<file path="src/rtl/imem_loader.sv">
// imem_loader: boot-time program loader for the MIPS core's instruction memory.
// Receives an image over UART (8N1, LSB first), assembles big-endian 32-bit
// words and writes them sequentially into imem. The core is held in reset
// until the whole image has been written.
// Image format: CNT_HI, CNT_LO (word count N), then N*4 bytes, MSB first.
// Optional feature macro: IMEM_LOADER_CHECKSUM_EN adds one trailing byte
// that must equal the XOR of all data bytes.
module imem_loader #(
  parameter int CLKS_PER_BIT = 868,
  parameter int ADDR_W       = 12
) (
  input  logic              clk,
  input  logic              rst,
  input  logic              rxd,
  output logic              imem_we,
  output logic [ADDR_W-1:0] imem_addr,
  output logic [31:0]       imem_wdata,
  output logic              cpu_rst,
  output logic              busy,
  output logic              done,
  output logic              err
);

  localparam int CW = $clog2(CLKS_PER_BIT + 1);
  localparam logic [CW-1:0] CNT_FULL = CW'(CLKS_PER_BIT - 1);
  localparam logic [CW-1:0] CNT_HALF = CW'(CLKS_PER_BIT / 2 - 1);
  localparam logic [CW-1:0] CNT_ONE  = CW'(1);
  localparam logic [ADDR_W:0] ADDR_ONE = (ADDR_W + 1)'(1);

  // ---------------------------------------------------------------------------
  // RX front end
  // ---------------------------------------------------------------------------
  typedef enum logic [1:0] {
    RX_IDLE,
    RX_START,
    RX_BITS,
    RX_STOP
  } rx_state_t;

  rx_state_t      rx_state;
  rx_state_t      rx_next;
  logic           rx_meta;
  logic           rx_s;
  logic           rx_q;
  logic [CW-1:0]  bit_cnt;
  logic [2:0]     bit_idx;
  logic [7:0]     rx_shift;

  // byte_valid is a one-cycle strobe; rx_byte is valid only in that cycle.
  // There is no backpressure: the consumer must take the byte when it pulses.
  // frame_err is a one-cycle strobe raised instead of byte_valid on a low stop bit.
  logic           byte_valid;
  logic [7:0]     rx_byte;
  logic           frame_err;

  logic tick_half;
  logic tick_full;
  assign tick_half = (bit_cnt == CNT_HALF);
  assign tick_full = (bit_cnt == CNT_FULL);

  // Two-stage synchronizer plus one delayed copy for falling-edge detection.
  always_ff @(posedge clk) begin
    if (rst) begin
      rx_meta <= 1'b1;
      rx_s    <= 1'b1;
      rx_q    <= 1'b1;
    end else begin
      rx_meta <= rxd;
      rx_s    <= rx_meta;
      rx_q    <= rx_s;
    end
  end

  // RX state register.
  always_ff @(posedge clk) begin
    if (rst) rx_state <= RX_IDLE;
    else     rx_state <= rx_next;
  end

  // RX next state: start on falling edge, recheck start at half bit, 8 bits, stop.
  always_comb begin
    rx_next = rx_state;
    case (rx_state)
      RX_IDLE:  if (rx_q && !rx_s) rx_next = RX_START;
      RX_START: if (tick_half) rx_next = rx_s ? RX_IDLE : RX_BITS;
      RX_BITS:  if (tick_full && (bit_idx == 3'd7)) rx_next = RX_STOP;
      RX_STOP:  if (tick_full) rx_next = RX_IDLE;
      default:  rx_next = RX_IDLE;
    endcase
  end

  // RX datapath: bit timing, LSB-first shift, byte/framing strobes.
  always_ff @(posedge clk) begin
    if (rst) begin
      bit_cnt    <= '0;
      bit_idx    <= '0;
      rx_shift   <= '0;
      rx_byte    <= '0;
      byte_valid <= 1'b0;
      frame_err  <= 1'b0;
    end else begin
      byte_valid <= 1'b0;
      frame_err  <= 1'b0;
      case (rx_state)
        RX_IDLE: begin
          bit_cnt <= '0;
          bit_idx <= '0;
        end
        RX_START: begin
          if (tick_half) bit_cnt <= '0;
          else           bit_cnt <= bit_cnt + CNT_ONE;
        end
        RX_BITS: begin
          if (tick_full) begin
            bit_cnt  <= '0;
            bit_idx  <= bit_idx + 3'd1;
            rx_shift <= {rx_s, rx_shift[7:1]};
          end else begin
            bit_cnt <= bit_cnt + CNT_ONE;
          end
        end
        RX_STOP: begin
          if (tick_full) begin
            bit_cnt <= '0;
            if (rx_s) begin
              byte_valid <= 1'b1;
              rx_byte    <= rx_shift;
            end else begin
              frame_err <= 1'b1;
            end
          end else begin
            bit_cnt <= bit_cnt + CNT_ONE;
          end
        end
        default: bit_cnt <= '0;
      endcase
    end
  end

  // ---------------------------------------------------------------------------
  // Loader FSM
  // ---------------------------------------------------------------------------
  typedef enum logic [2:0] {
    S_IDLE,
    S_CNT_LO,
    S_DATA,
`ifdef IMEM_LOADER_CHECKSUM_EN
    S_CSUM,
`endif
    S_RUN,
    S_ERR
  } state_t;

`ifdef IMEM_LOADER_CHECKSUM_EN
  localparam state_t POST_DATA = S_CSUM;
`else
  localparam state_t POST_DATA = S_RUN;
`endif

  state_t           state;
  state_t           state_next;
  logic [7:0]       cnt_hi;
  logic [15:0]      word_cnt;
  logic [ADDR_W:0]  waddr;
  logic [1:0]       byte_idx;
  logic [23:0]      asm_q;
  logic             wr_last;
`ifdef IMEM_LOADER_CHECKSUM_EN
  logic [7:0]       csum;
`endif

  logic [15:0] count_n;
  logic        count_too_big;
  assign count_n       = {cnt_hi, rx_byte};
  assign count_too_big = (32'(count_n) > (32'd1 << ADDR_W));

  // Loader state register.
  always_ff @(posedge clk) begin
    if (rst) state <= S_IDLE;
    else     state <= state_next;
  end

  // Loader next state; a framing error anywhere but RUN is fatal.
  always_comb begin
    state_next = state;
    if (frame_err && (state != S_RUN)) begin
      state_next = S_ERR;
    end else begin
      case (state)
        S_IDLE:   if (byte_valid) state_next = S_CNT_LO;
        S_CNT_LO: begin
          if (byte_valid) begin
            if (count_too_big)        state_next = S_ERR;
            else if (count_n == 16'd0) state_next = POST_DATA;
            else                       state_next = S_DATA;
          end
        end
        // Leave DATA only after the final write strobe has been issued, so the
        // core is released one cycle after its last instruction lands.
        S_DATA:   if (imem_we && wr_last) state_next = POST_DATA;
`ifdef IMEM_LOADER_CHECKSUM_EN
        S_CSUM:   if (byte_valid) state_next = (rx_byte == csum) ? S_RUN : S_ERR;
`endif
        S_RUN:    state_next = S_RUN;
        S_ERR:    state_next = S_ERR;
        default:  state_next = S_ERR;
      endcase
    end
  end

  // Loader datapath: count capture, word assembly, write strobe and address.
  always_ff @(posedge clk) begin
    if (rst) begin
      cnt_hi     <= '0;
      word_cnt   <= '0;
      waddr      <= '0;
      byte_idx   <= '0;
      asm_q      <= '0;
      wr_last    <= 1'b0;
      imem_we    <= 1'b0;
      imem_addr  <= '0;
      imem_wdata <= '0;
`ifdef IMEM_LOADER_CHECKSUM_EN
      csum       <= '0;
`endif
    end else begin
      imem_we <= 1'b0;
      case (state)
        S_IDLE: if (byte_valid) cnt_hi <= rx_byte;
        S_CNT_LO: begin
          if (byte_valid) begin
            word_cnt <= count_n;
            waddr    <= '0;
            byte_idx <= '0;
            wr_last  <= 1'b0;
`ifdef IMEM_LOADER_CHECKSUM_EN
            csum     <= '0;
`endif
          end
        end
        S_DATA: begin
          if (byte_valid) begin
            asm_q    <= {asm_q[15:0], rx_byte};
            byte_idx <= byte_idx + 2'd1;
`ifdef IMEM_LOADER_CHECKSUM_EN
            csum     <= csum ^ rx_byte;
`endif
            if (byte_idx == 2'd3) begin
              imem_we    <= 1'b1;
              imem_addr  <= waddr[ADDR_W-1:0];
              imem_wdata <= {asm_q, rx_byte};
              waddr      <= waddr + ADDR_ONE;
              wr_last    <= ((32'(waddr) + 32'd1) == 32'(word_cnt));
            end
          end
        end
        default: ;
      endcase
    end
  end

  assign cpu_rst = (state != S_RUN);
  assign done    = (state == S_RUN);
  assign err     = (state == S_ERR);
`ifdef IMEM_LOADER_CHECKSUM_EN
  assign busy    = (state == S_CNT_LO) || (state == S_DATA) || (state == S_CSUM);
`else
  assign busy    = (state == S_CNT_LO) || (state == S_DATA);
`endif

endmodule

</file>
<file path="config.mk">
export PLATFORM = sky130hd
export DESIGN_NAME = imem_loader
export DESIGN_NICKNAME = d
export VERILOG_FILES = /design/src/rtl/imem_loader.sv
export SDC_FILE = /design/constraint.sdc
export NUM_CORES = 1
export LEC_CHECK = 0
export ABC_AREA = 1
export CORE_UTILIZATION = 52
export CTS_CLUSTER_DIAMETER = 80
export DETAILED_ROUTE_END_ITERATION = 6
export PLACE_DENSITY = 0.85
export REMOVE_ABC_BUFFERS = 1
export SLEW_MARGIN = 20
export SYNTH_ARGS = -nofsm -noshare
export SYNTH_HDL_FRONTEND = slang
export SYNTH_SLANG_ARGS = --single-unit
</file>
<file path="constraint.sdc">
create_clock -name clk -period 1.7 [get_ports clk]
set_clock_uncertainty 0.05 [all_clocks]
set_input_delay 0.34 -clock clk [delete_from_list [all_inputs] [get_ports clk]]
set_output_delay 0.34 -clock clk [all_outputs]
set_load 0.05 [all_outputs]
</file>
After elaboration in Yosys (flattened, before gate mapping)
Cells that the tools add are included.
{"block": "word_totals", "reg_bits": 148, "inputBits": 3, "output_inout_bits": 49, "elab_cells": 116}
{"block": "op_classes", "addsub": 5, "magnitude_cmp": 1, "n_eq_ne": 26, "muxes": 32, "bitwise": 4, "n_reduce_logical": 27}
{"cell": "13-bit 2-to-1 mux", "count": 3}
{"cell": "10-bit one-hot mux with 3 select lines", "count": 1}
{"cell": "13-bit one-hot mux with 2 select lines", "count": 1}
{"cell": "10-bit 2-to-1 mux", "count": 2}
{"cell": "2-bit != test, second input constant", "count": 10}
{"cell": "3-bit 2-to-1 mux", "count": 6}
{"cell": "14-bit by 16-bit == test with 1-bit output", "count": 1}
{"cell": "16-bit by 13-bit greater-than comparator with 1-bit output, second input constant", "count": 1}
{"cell": "16-bit zero test", "count": 1}
{"cell": "3-bit AND reduction", "count": 5}
{"cell": "13-bit by 1-bit adder with 14-bit output, second input constant", "count": 1}
{"cell": "2-bit 2-to-1 mux", "count": 7}
{"cell": "13-bit by 1-bit adder with 13-bit output, second input constant", "count": 1}
{"cell": "3-bit one-hot mux with 4 select lines", "count": 1}
{"cell": "10-bit by 1-bit adder with 10-bit output, second input constant", "count": 1}
{"cell": "10-bit == test, second input constant", "count": 1}
{"cell": "10-bit by 9-bit == test with 1-bit output, second input constant", "count": 1}
{"cell": "2-bit AND reduction", "count": 5}
{"cell": "3-bit != test, second input constant", "count": 3}
{"cell": "2-bit one-hot mux with 4 select lines", "count": 1}
{"cell": "4-bit AND reduction", "count": 2}
{"cell": "1-bit 2-to-1 mux", "count": 7}
{"cell": "2-bit == test, second input constant", "count": 3}
{"cell": "3-bit by 2-bit == test with 1-bit output, second input constant", "count": 2}
{"cell": "other kinds (18)", "count": 28}

Depth between registers and ports, before layout
{"block": "depth", "depth_word": 6, "depth_mapped": 13, "ltp_nobuf": 13}

Worst setup path before layout
OpenSTA, ideal clock, no wires.
{"block": "synth_path", "path_kind": "reg2reg", "from": "reg state[1]", "to": "reg state[1]", "setup_ps": 78, "arrival_time_ps": 2165, "required_time_ps": 1572, "path_slack_ps": -592, "stages_incl_launch_ff": 9, "n_path_buf": 0, "synth_period_minus_slack_ps": 2292, "cell_sequence": "dfxtp_1 > inv_1 > nor2_1 > inv_1 > nor2_1 > inv_1 > nand2_1 > nand2_1 > nor3_1"}
{"block": "synth_between", "word_cells_on_any_way": 12, "classes_between": "eq/ne: 7; mux: 1; reduce/logical: 4"}
{"item": "start: declaration", "line": "160", "text": "state_t state;"}
{"item": "start signal: assignment", "line": "180", "text": "else state <= state_next;"}
{"item": "3-bit by 2-bit == test with 1-bit output"}
{"item": "via done", "line": "20", "text": "output logic done,"}
{"item": "3-bit one-hot mux with 4 select lines", "line": "189", "text": "case (state)"}
The timed path passes the listed nets, and every way through them passes these cells.
A chain may end at the register's enable or synchronous reset.

Worst setup path in the final report
{"block": "layout_path", "from": "reg state[1]", "to": "out done"}
{"block": "layout_between", "elab_chain_len": 1}
{"item": "3-bit by 2-bit == test with 1-bit output", "line": "263", "text": "assign done = (state == S_RUN);"}
{"item": "end: declaration", "line": "20"}
No other way between the ends.

==> metrics.txt <==
status=finished, violations left; violated checks=setup timing; clock latency on the worst-skew pair=0.42 ns; H-tree levels=4; Hold Crit Class=reg2reg; Vias=5694; Mean Syn Cell Area=7.431 um^2; Post-Syn Instances=800; first-pass GRT wire length=24140 um; largest net degree at the start of global routing=69; hold_buf cts=0; Root Driver=clkbuf_16; Tot Pwr=0.008093 W; final setup fails=5; CP Data Arrival Time=1.37 ns; post-route ant nets=0; CTS clk-pin slew, worst paths=0.06 ns; max_slew headroom=0.7716; aggregate global routing overflow=0; Synth-to-Final Area Change=29.99%; Routed WL=15200 um; fillers=778; peak supply drop=1.055 mV; detailed-router iteration count before antenna repair=6; CP Launch Type=flop; IO Port Bufs=51; Netlist cell types=31; I/O Pins=52; Die H=108.9 um; Overall Global Routing Usage=0.2598; Initial Util=0.5412; RSZ-0062 raised after global routing=yes; critical-path maximum fanout=5; number of global-route vias before repair=5213; Hold Vio Cnt, Final=0; DIE AREA=11860 um^2; Worst-Margin Slew=0.3390 ns; Clock Sinks=148; placed cells=1001; setup TNS=-0.1454 ns; ANT cells=0; layout cells sized above 1=0.1987; cell row count=38; Yosys reg bits=148; Placer Congestion=0.8110; Seq/Total Area, Yosys=0.4984; # DRC=0; Worst Slack Setup Final=-0.05957 ns; Crit Path Class=reg2out; nets=897; mapped cell area=5944 um^2; Core Area=10980 um^2; Slew Viols, Final=0; Max Freq=568.3 MHz; Worst setup EP type=output port; fin crit share=1.035; WL per Instance=14.60 um; antenna violations before repair=0; Via-to-Cell Ratio=5.470; Final Critical Period=1.760 ns; drt first-iter violations=558; Max-Cap Viols=0; Max clock buf depth=2; Pleak=3.266 nW; Ys Warns=0; CTS tree=built; WP data required=1.31 ns; die width=108.9 um; Core Util, Final=0.7036; Cell Count, Final, Fillers Out=1041; TritonCTS buffer count=17; PwrDens=1047 nW/um^2; Post-DP HPWL=9162 um
## sequential cells by signal, summed over array words and instances, names as in the netlist, named ones only
register,count
imem_wdata,32
asm_q,24
word_cnt,16
waddr,13
imem_addr,12
bit_cnt,10
cnt_hi,8
rx_byte,8
rx_shift,8
bit_idx,3
state,3
byte_idx,2
byte_valid,1
frame_err,1
imem_we,1
rx_meta,1
rx_q,1
rx_s,1
rx_state,1
wr_last,1
## per-stage QoR
stage / setup WS (ns) / hold WS (ns) / cell area [um^2]
CTS: -0.06899 / 0.3657 / 7569
finish: -0.05957 / 0.3618 / 7727
floorplan: -0.6450 / 0.3395 / 5804
global route: -0.1775 / 0.3808 / 7727
global placement: 0.04459 / 0.3423 / 6798
detailed placement: 0.006874 / 0.3455 / 6798
## power breakdown
group / leakage [nW] / switching, W / internal (W)
clock network: 0.344 / 0.00145 / 0.00305
registers: 1.20 / 0.00000390 / 0.00347
logic: 1.73 / 0.0000785 / 0.0000420
## layer usage
| layer | vias up | track usage | share of wire | routed length, um |
|---|---|---|---|---|
| met4 | 0 | 0.09556 | 0.018 | 277 |
| met1 | 2648 | 0.3248 | 0.42 | 6334 |
| met3 | 29 | 0.06754 | 0.063 | 957 |
| li1 | 2807 | - | - | - |
| met5 | - | 0 | 0 | 0 |
| met2 | 210 | 0.4290 | 0.50 | 7626 |
## final cells by class
cell class	count	area, um^2	area share
Clock buffer	18	429.2	0.05554
Clock inverter	14	280.3	0.03627
Inverter	66	254.0	0.03287
Multi-Input combinational cell	552	2695	0.3488
Sequential cell	148	2975	0.3850
Tap cell	140	175.2	0.02267
Timing Repair Buffer	103	918.4	0.1188
## layout by cell type (no fill, tap or decap), types with 2 or more instances in the layout
master,netlist,final
nand3_1,62,61
nor3b_1,3,3
a21oi_1,80,80
clkdlybuf4s50_1,0,2
nand3b_1,3,3
nor3_1,15,12
nand2_4,1,2
nand4_1,11,11
buf_12,0,10
dfxtp_1,148,140
ha_1,6,4
or2_2,2,2
o21ai_0,91,86
buf_4,0,87
nand2_1,163,159
bufinv_16,0,8
clkinv_2,0,3
inv_1,62,55
nand2_2,0,3
nor2_4,2,4
inv_2,3,8
nor3_2,0,3
xnor2_1,3,3
o21ai_1,0,4
a31oi_1,2,2
buf_6,0,4
nor2_2,2,8
clkbuf_16,0,17
ha_4,0,2
clkinvlp_4,0,2
dfxtp_2,0,7
nor2_1,98,90
## critical path, cell delays in order (launching register included)
cell     delay, ns
dfxtp_4       0.39
inv_2         0.04
nor2_2        0.09
inv_1         0.05
nor2_2        0.13
buf_4         0.13
buf_12        0.12
## final timing paths
check	startpoint	end	slack (ns)	depth (start not counted)
setup / recovery	state[1]	done	-0.06	6
hold / removal	rx_meta	rx_s	0.36	1
setup reg to reg	waddr[0]	wr_last	0	13
hold reg to reg	rx_meta	rx_s	0.36	1
## what timing repair did
| item | 4_1_cts | 5_1_grt |
|---|---|---|
| pin swaps | 4 | 11 |
| buffers inserted | 2 | 6 |
| setup endpoints to repair | 10 | 52 |
| resized for setup | 19 | 33 |
## cells by family after synthesis
family | Yosys count | share of synthesized area
buffers and inverters | 100 | 0.06525
AND/OR/NAND/NOR | 367 | 0.2692
AO/OA/AOI/OAI | 175 | 0.1486
flip-flops | 148 | 0.4984
XOR/XNOR | 4 | 0.005895
adder cells (fa/ha/maj) | 6 | 0.01263
## Yosys cell counts, drive strengths merged
master	count	area share
nand3b	3	0.0038
inv	65	0.041
or2	3	0.0032
nand3	63	0.055
a21boi	1	0.0013
o211ai	1	0.0013
nor2	103	0.071
nor3	15	0.013
clkbuf	21	0.013
ha	6	0.013
a31oi	2	0.0021
clkinv	1	0.00063
nand4	11	0.012
nor3b	3	0.0038
nand2	164	0.10
nor4	2	0.0032
buf	13	0.010
o21ai	91	0.077
a21oi	80	0.067
xor2	1	0.0015
dfxtp	148	0.50
xnor2	3	0.0044
No activity file was read; power rests on OpenSTA's default activity.
